## config.mk

```make
export PLATFORM = sky130hd
export DESIGN_NAME = prot_err_logger_flat
export DESIGN_NICKNAME = d
export VERILOG_FILES = /design/src/rtl/prot_err_logger_if.sv /design/src/rtl/prot_err_logger.sv /design/src/flat_wrapper.sv
export SDC_FILE = /design/constraint.sdc
export NUM_CORES = 1
export LEC_CHECK = 0
export ABC_AREA = 1
export BUFFER_PORTS_ARGS = -buffer_cell sky130_fd_sc_hd__buf_2
export CORE_UTILIZATION = 54
export CTS_CLUSTER_DIAMETER = 200
export DETAILED_ROUTE_END_ITERATION = 10
export GPL_ROUTABILITY_DRIVEN = 1
export GPL_TIMING_DRIVEN = 0
export PLACE_DENSITY = 0.87
export SLEW_MARGIN = 5
export SYNTH_ARGS = -nofsm -noshare
export SYNTH_HDL_FRONTEND = slang
export SYNTH_SLANG_ARGS = --single-unit
```

## constraint.sdc

```tcl
create_clock -name clk -period 1.9 [get_ports clk]
set_input_delay 0.095 -clock clk [delete_from_list [all_inputs] [get_ports clk]]
set_output_delay 0.095 -clock clk [all_outputs]
set_load 0.005 [all_outputs]
```

## src/rtl/prot_err_logger_if.sv

```systemverilog
// prot_err_logger_if: error-pulse, CSR-clear and status signals between the checker/CSR side and the logger.
interface prot_err_logger_if #(
    parameter int NUM_ERR = 10,
    parameter int TS_W    = 32,
    parameter int CNT_W   = 16
);
    logic               i_afu_softreset;
    logic [NUM_ERR-1:0] i_err_vec;
    logic [10:0]        i_vf_num;
    logic [NUM_ERR-1:0] i_err_mask;
    logic               i_csr_clr_valid;
    logic [NUM_ERR-1:0] i_csr_clr_mask;
    logic [NUM_ERR-1:0] o_err_status;
    logic [NUM_ERR-1:0] o_first_err;
    logic [10:0]        o_first_err_vf;
    logic [TS_W-1:0]    o_first_err_ts;
    logic [CNT_W-1:0]   o_err_cnt;
    logic               o_err_irq;
    logic               o_block_tx;
    logic               o_clr_ack;

    modport master (
        output i_afu_softreset, i_err_vec, i_vf_num, i_err_mask, i_csr_clr_valid, i_csr_clr_mask,
        input  o_err_status, o_first_err, o_first_err_vf, o_first_err_ts, o_err_cnt,
               o_err_irq, o_block_tx, o_clr_ack
    );
    modport slave (
        input  i_afu_softreset, i_err_vec, i_vf_num, i_err_mask, i_csr_clr_valid, i_csr_clr_mask,
        output o_err_status, o_first_err, o_first_err_vf, o_first_err_ts, o_err_cnt,
               o_err_irq, o_block_tx, o_clr_ack
    );
endinterface

```

## src/rtl/prot_err_logger.sv

```systemverilog
// prot_err_logger: sticky TX protocol error status, first-error snapshot, saturating count,
// first-error interrupt and TX gating until software clears under AFU soft reset.
module prot_err_logger #(
    parameter int NUM_ERR = 10,
    parameter int TS_W    = 32,
    parameter int CNT_W   = 16
) (
    input logic              clk,
    input logic              rst_n,
    prot_err_logger_if.slave bus
);
    typedef enum logic [1:0] {IDLE, LOGGED, CLEARING} state_t;

    state_t             state_q, state_d;
    logic [TS_W-1:0]    ts_q, ts_d;
    logic [NUM_ERR-1:0] status_q, status_d;
    logic [NUM_ERR-1:0] first_q, first_d;
    logic [10:0]        vf_q, vf_d;
    logic [TS_W-1:0]    fts_q, fts_d;
    logic [CNT_W-1:0]   cnt_q, cnt_d;
    logic               irq_q, irq_d;
    logic               block_q, block_d;
    logic               ack_q, ack_d;
    logic [NUM_ERR-1:0] merr;
    logic               any_err;
    logic               clr_ok;
    logic [CNT_W-1:0]   cnt_inc;

    always_comb begin
        merr     = bus.i_err_vec & ~bus.i_err_mask;
        any_err  = |merr;
        clr_ok   = bus.i_csr_clr_valid & bus.i_afu_softreset;
        cnt_inc  = &cnt_q ? cnt_q : cnt_q + 1'b1;
        ts_d     = ts_q + 1'b1;
        state_d  = state_q;
        status_d = status_q;
        first_d  = first_q;
        vf_d     = vf_q;
        fts_d    = fts_q;
        cnt_d    = cnt_q;
        irq_d    = 1'b0;
        ack_d    = clr_ok;
        case (state_q)
            IDLE: begin
                if (any_err) begin
                    state_d  = LOGGED;
                    status_d = merr;
                    first_d  = merr;
                    vf_d     = bus.i_vf_num;
                    fts_d    = ts_q;
                    cnt_d    = {{(CNT_W-1){1'b0}}, 1'b1};
                    irq_d    = 1'b1;
                end
            end
            default: begin
                // A same-cycle error wins over the clear for its bit.
                status_d = (clr_ok ? status_q & ~bus.i_csr_clr_mask : status_q) | merr;
                cnt_d    = any_err ? cnt_inc : cnt_q;
                if (state_q == LOGGED)
                    state_d = (clr_ok && status_d == '0) ? CLEARING : LOGGED;
                else if (any_err)
                    state_d = LOGGED;
                else if (!bus.i_afu_softreset) begin
                    state_d = IDLE;
                    first_d = '0;
                    vf_d    = '0;
                    fts_d   = '0;
                    cnt_d   = '0;
                end
            end
        endcase
        block_d = state_d != IDLE;
    end

    always_ff @(posedge clk or negedge rst_n) begin
        if (!rst_n) begin
            state_q  <= IDLE;
            ts_q     <= '0;
            status_q <= '0;
            first_q  <= '0;
            vf_q     <= '0;
            fts_q    <= '0;
            cnt_q    <= '0;
            irq_q    <= 1'b0;
            block_q  <= 1'b0;
            ack_q    <= 1'b0;
        end else begin
            state_q  <= state_d;
            ts_q     <= ts_d;
            status_q <= status_d;
            first_q  <= first_d;
            vf_q     <= vf_d;
            fts_q    <= fts_d;
            cnt_q    <= cnt_d;
            irq_q    <= irq_d;
            block_q  <= block_d;
            ack_q    <= ack_d;
        end
    end

    assign bus.o_err_status   = status_q;
    assign bus.o_first_err    = first_q;
    assign bus.o_first_err_vf = vf_q;
    assign bus.o_first_err_ts = fts_q;
    assign bus.o_err_cnt      = cnt_q;
    assign bus.o_err_irq      = irq_q;
    assign bus.o_block_tx     = block_q;
    assign bus.o_clr_ack      = ack_q;
endmodule

```

## src/flat_wrapper.sv

```systemverilog
// flat-port wrapper written by rule: the top's interface ports become plain ports
module prot_err_logger_flat 
#(
    parameter int NUM_ERR = 10,
    parameter int TS_W    = 32,
    parameter int CNT_W   = 16
)
  (clk, rst_n, bus_i_afu_softreset, bus_i_err_vec, bus_i_vf_num, bus_i_err_mask, bus_i_csr_clr_valid, bus_i_csr_clr_mask, bus_o_err_status, bus_o_first_err, bus_o_first_err_vf, bus_o_first_err_ts, bus_o_err_cnt, bus_o_err_irq, bus_o_block_tx, bus_o_clr_ack);
  prot_err_logger_if #(.NUM_ERR(NUM_ERR), .TS_W(TS_W), .CNT_W(CNT_W)) bus_i ();
  input logic clk;
  input logic rst_n;
  input wire logic [$bits(bus_i.i_afu_softreset)-1:0] bus_i_afu_softreset;
  input wire logic [$bits(bus_i.i_err_vec)-1:0] bus_i_err_vec;
  input wire logic [$bits(bus_i.i_vf_num)-1:0] bus_i_vf_num;
  input wire logic [$bits(bus_i.i_err_mask)-1:0] bus_i_err_mask;
  input wire logic [$bits(bus_i.i_csr_clr_valid)-1:0] bus_i_csr_clr_valid;
  input wire logic [$bits(bus_i.i_csr_clr_mask)-1:0] bus_i_csr_clr_mask;
  output wire logic [$bits(bus_i.o_err_status)-1:0] bus_o_err_status;
  output wire logic [$bits(bus_i.o_first_err)-1:0] bus_o_first_err;
  output wire logic [$bits(bus_i.o_first_err_vf)-1:0] bus_o_first_err_vf;
  output wire logic [$bits(bus_i.o_first_err_ts)-1:0] bus_o_first_err_ts;
  output wire logic [$bits(bus_i.o_err_cnt)-1:0] bus_o_err_cnt;
  output wire logic [$bits(bus_i.o_err_irq)-1:0] bus_o_err_irq;
  output wire logic [$bits(bus_i.o_block_tx)-1:0] bus_o_block_tx;
  output wire logic [$bits(bus_i.o_clr_ack)-1:0] bus_o_clr_ack;
  assign bus_i.i_afu_softreset = bus_i_afu_softreset;
  assign bus_i.i_err_vec = bus_i_err_vec;
  assign bus_i.i_vf_num = bus_i_vf_num;
  assign bus_i.i_err_mask = bus_i_err_mask;
  assign bus_i.i_csr_clr_valid = bus_i_csr_clr_valid;
  assign bus_i.i_csr_clr_mask = bus_i_csr_clr_mask;
  assign bus_o_err_status = bus_i.o_err_status;
  assign bus_o_first_err = bus_i.o_first_err;
  assign bus_o_first_err_vf = bus_i.o_first_err_vf;
  assign bus_o_first_err_ts = bus_i.o_first_err_ts;
  assign bus_o_err_cnt = bus_i.o_err_cnt;
  assign bus_o_err_irq = bus_i.o_err_irq;
  assign bus_o_block_tx = bus_i.o_block_tx;
  assign bus_o_clr_ack = bus_i.o_clr_ack;
  prot_err_logger #(.NUM_ERR(NUM_ERR), .TS_W(TS_W), .CNT_W(CNT_W)) u_core (.clk(clk), .rst_n(rst_n), .bus(bus_i));
endmodule
```

### Yosys cells after proc, flatten, opt, wreduce, memory -nomap -nowiden

Cells that the tools add are included.

| word-level totals | value |
|---|---|
| output and inout port bits | 82 |
| word-level logic and storage cells | 62 |
| register bits after elaboration | 116 |
| input port bits | 45 |

| operators by class | value |
|---|---|
| multiplexer cells | 32 |
| add/sub/neg operators | 2 |
| reductions and logical operators | 7 |
| bitwise logic cells | 6 |
| equality and inequality tests | 5 |

Operator list:

| operator | number |
|---|---|
| $mux 32 | 5 |
| $mux 16 | 7 |
| $mux 10 | 7 |
| $mux 11 | 5 |
| $add 32x1->32 const B | 1 |
| $and 10x10->10 | 2 |
| $not 10->10 | 2 |
| $add 16x1->16 const B | 1 |
| $reduce_and 16->1 | 1 |
| $mux 2 | 6 |
| $logic_not 10->1 | 1 |
| $or 10x10->10 | 1 |
| $reduce_or 10->1 | 1 |
| $ne 2x1->1 const B | 2 |
| $ne 2x2->1 const B | 2 |
| $reduce_and 4->1 | 1 |
| $eq 2x1->1 const B | 1 |
| $logic_not 2->1 | 1 |
| $mux 1 | 2 |
| $reduce_bool 2->1 | 1 |
| $and 1x1->1 | 1 |
| $logic_and 1x1->1 | 1 |

### Logic depth before layout (Yosys ltp)

| logic depth | value |
|---|---|
| word-level depth | 10 |
| gate-level depth with buffers | 11 |

### Worst setup path before layout

OpenSTA, ideal clock, no wires.

| timing path | value |
|---|---|
| path type | reg-to-reg |
| start | register u_core.cnt_q[1], in the netlist u_core.bus.o_err_cnt[1] |
| end | register u_core.cnt_q[4], in the netlist u_core.bus.o_err_cnt[4] |
| slack | 334 ps |
| arrival | 1484 ps |
| buffers on the path | 1 |
| cell stages (with the launch flop) | 9 |
| period minus slack after synthesis | 1566 ps |
| library setup time | 83 ps |
| required time | 1817 ps |
| path through | dfrtp_1 > ha_1 > nand3_1 > nor2_2 > nand3_2 > buf_2 > nand3_1 > o21ai_0 > o21ai_0 |

| between the ends | value |
|---|---|
| word-level cells in the longest chain between the ends | 7 |
| elaborated cells on any way between the ends | 8 |
| those cells by class | add/sub (1); mux (6); reduce/logical (1) |

Ends and longest elaborated chain:

| item | RTL line | RTL |
|---|---|---|
| start, declared | prot_err_logger.sv:20 | `logic [CNT_W-1:0] cnt_q, cnt_d;` |
| start signal, assigned | prot_err_logger.sv:94 | `cnt_q <= cnt_d;` |
| $add 16x1->16 / $reduce_and 16->1 (equally long branches) | prot_err_logger.sv:33 | `cnt_inc = &cnt_q ? cnt_q : cnt_q + 1'b1;` |
| $mux 16 * | prot_err_logger.sv:33 |  |
| $mux 16 * | prot_err_logger.sv:58 | `cnt_d = any_err ? cnt_inc : cnt_q;` |
| $mux 16 | prot_err_logger.sv:63 | `else if (!bus.i_afu_softreset) begin` |
| $mux 16 | prot_err_logger.sv:61 | `else if (any_err)` |
| $mux 16 * | prot_err_logger.sv:59 | `if (state_q == LOGGED)` |
| $mux 16 * | prot_err_logger.sv:43 | `case (state_q)` |

Every way passes the cells marked *; elsewhere a longest branch is shown, timed or not.
A chain may end at the register's enable or synchronous reset.

### Worst setup path after layout

Same ends and word-level chain as after synthesis.

==> impl_metrics.yaml <==
setup_path:
  end_kind: "flop"
  required_ns: 2.33
  slowest_stage: "dfrtp_1"
  critPathKind: "flop to flop"
  slowest_delay_ns: 0.42
  startpoint_type: "flop"
  crit_fanout: 10
  cp.arrival_ns: 2.24
  crit_family: "simple AND/OR/NAND/NOR gates"
  crit_chain: "ha_1 > nand3_2 > nor2_4 > nand3_2 > buf_2 > nand3_1 > o21ai_0 > o21ai_0"
  critPathBufInv: 1
placed_design:
  hpwl_mm: 9.69
  io_buffers: 126
  gp_congestion: 0.907
  place_ws_ns: -0.0664
timing:
  tightest_slew_ns: 0.511
  setup_viol: 0
  period_share: 0.950
  max_freq_ghz: 0.554
  drv_slew: 0
  rsz0062_at_grt: "yes"
  hold_viol: 0
  clock_skew_ns: 0.0109
  tns_ns: 0
  maxSlewHeadroom: 0.658
  setup_ws_ns: 0.0959
  period_needed_ns: 1.80
cells_and_area:
  fin_nets: 960
  n_fill_cell: 721
  seq_area_um2: 2900
  n_antenna_cell: 0
  syn_to_final_growth_pct: 33.2
  drive_gt1_frac: 0.219
  multiInputGateArea_um2: 2470
route:
  final_antenna_net_count: 0
  dr_total_vias: 5556
  drt_iter0_drc: 416
  drtPass1Iterations: 6
  vias_per_cell: 5.23
  routed_wirelength_mm: 15.2
  drcViolationCount: 0
  wl_per_cell_um: 14.3
logic_synthesis:
  synth_area_um2: 5710
  syn_inst: 723
  ys_warn_count: 0
  yosysMostFrequentCell: "nand2_1"
  syn_area_per_cell_um2: 7.89
  ys_seq_area_frac: 0.509
  postSynth.asyncResetShare: 1.00
  synth_top_area_frac: 0.509
  yosys_most_used_dff: "dfrtp_1"
  ys_seq_elements: 116
  yosysUniqueCellTypes: 29
  synth_area_leader_cell: "dfrtp_1"
  ys_top_cells_by_count: "265 x nand2_1, 116 x dfrtp_1, 78 x nand3_1"
  synth_edf_count: 0
  syn_nets: 770
  ys_top_cells_by_area: "dfrtp_1 51%, nand2_1 17%, nand3_1 6.8%"
floorplan:
  rows: 37
  die_y_um: 105
  core_area_um2: 10300
  io_pins: 127
  start_util: 0.555
  die_area_um2: 11000
  die_w_um: 105
power:
  power_density_nw_per_um2: 983
  ir_drop_mv: 0.491
  p_leak_uw: 0.00405
clock_tree:
  cts_tree: "done"
  htree_levels: 4
  numClockSinks: 116
  cts-root-buf: "clkbuf_8"
  clk_latency_ns: 0.52
  clk_pin_slew_ns: 0.06
  clock_path_buffers: 2
  cts_made_buffers: 17
grt:
  antenna_found_initial: 0
  gr-usage-met3: 0.0568
  grt_overflow: 0
  grt_usage: 0.286
  grt_pass1_vias: 5430
  use_met2: 0.508
  grt_pass1_wl_mm: 24.9
  grtUsageMet1: 0.337
  grt-busiest-layer: "met2"
  grt_max_degree: 88
status:
  status: "completed"
job:
  max_cap_viol_count: 0
min_path:
  hp-class: "primary input to async pin"
==> per-layer routing <==
metal,up-vias,wire (um)
li1,2674,-
met1,2614,6140
met2,223,7780
met3,45,804
met4,0,441
met5,-,0
==> final timing paths <==
kind                                                 end  slack (ns)                           from  cells after the start
max                              u_core.bus.o_err_cnt[4]         0.1        u_core.bus.o_err_cnt[1]                      8
min reg2reg                u_core.bus.o_first_err_ts[18]        0.48  u_core.bus.o_first_err_ts[18]                      2
min                           u_core.bus.o_err_status[9]        0.02                          rst_n                      2
min in group clk              u_core.bus.o_err_status[7]        0.03              bus_i_err_mask[7]                      6
max in group asynchronous  u_core.bus.o_first_err_ts[19]        1.16                          rst_n                      3
max reg2reg                      u_core.bus.o_err_cnt[4]         0.1        u_core.bus.o_err_cnt[1]                      8
==> cell families after synthesis <==
| kind of cell | count (synthesis) | share of synthesized area |
|---|---|---|
| XOR/XNOR | 31 | 0.0476 |
| buffers and inverters | 90 | 0.0680 |
| adder cells (fa/ha/maj) | 2 | 0.00439 |
| AND/OR/NAND/NOR | 440 | 0.331 |
| flip-flops | 116 | 0.509 |
| AO/OA/AOI/OAI | 44 | 0.0403 |
==> final cells by class <==
cell class,instances,area share
Inverter,69,0.0342
Clock inverter,13,0.0166
Buffer,21,0.0171
Sequential cell,116,0.382
Multi-Input combinational cell,517,0.325
Clock buffer,19,0.0581
Timing Repair Buffer,171,0.145
Tap cell,136,0.0224
==> power breakdown <==
part           total, uW  internal [uW]  switching, uW
logic               1380            608            770
registers           3080           2770            304
clock network       3020           1820           1200
==> repair_timing <==
action	in CTS	in global routing
resized for setup	1	14
hold endpoints to repair	149	0
setup buffers	0	1
hold buffers	43	0
pin swaps	0	4
setup endpoints to repair	20	45
==> per-stage QoR <==
step | utilization | cells | hold slack (ns) | total power, uW | area [um2]
detailed placement | 0.636 | 986 | -0.00414 | 4360 | 6540
global route | 0.740 | 1062 | 0.0312 | 7820 | 7600
CTS | 0.734 | 1061 | 0.00742 | 7430 | 7540
global placement | 0.633 | 985 | 0.318 | 4290 | 6510
floorplan | - | 723 | -0.201 | 3770 | 5710
finish | 0.740 | 1062 | 0.0172 | 7480 | 7600
==> sequential cells by signal, summed over array words and instances, names as in the netlist <==
name                       cells
u_core.bus.o_first_err_ts     32
u_core.ts_q                   32
u_core.bus.o_err_cnt          16
u_core.bus.o_first_err_vf     11
u_core.bus.o_err_status       10
u_core.bus.o_first_err        10
u_core.state_q                 2
u_core.bus.o_block_tx          1
u_core.bus.o_clr_ack           1
u_core.bus.o_err_irq           1
==> layout by cell type, fill, tap and decap left out, drive strengths merged <==
| cell | n |
|---|---|
| buf | 146 |
| bufinv | 1 |
| nand4 | 15 |
| inv | 69 |
| nand3 | 80 |
| or2 | 1 |
| xor2 | 25 |
| nor4 | 4 |
| clkinv | 8 |
| o211ai | 4 |
| xnor2 | 6 |
| nand2 | 270 |
| dlygate4sd3 | 43 |
| a21oi | 7 |
| nor2 | 56 |
| ha | 2 |
| clkinvlp | 4 |
| o21ai | 33 |
| nand3b | 1 |
| nor3 | 13 |
| dfrtp | 116 |
| clkbuf | 22 |
Power figures use the tool's default switching activity.
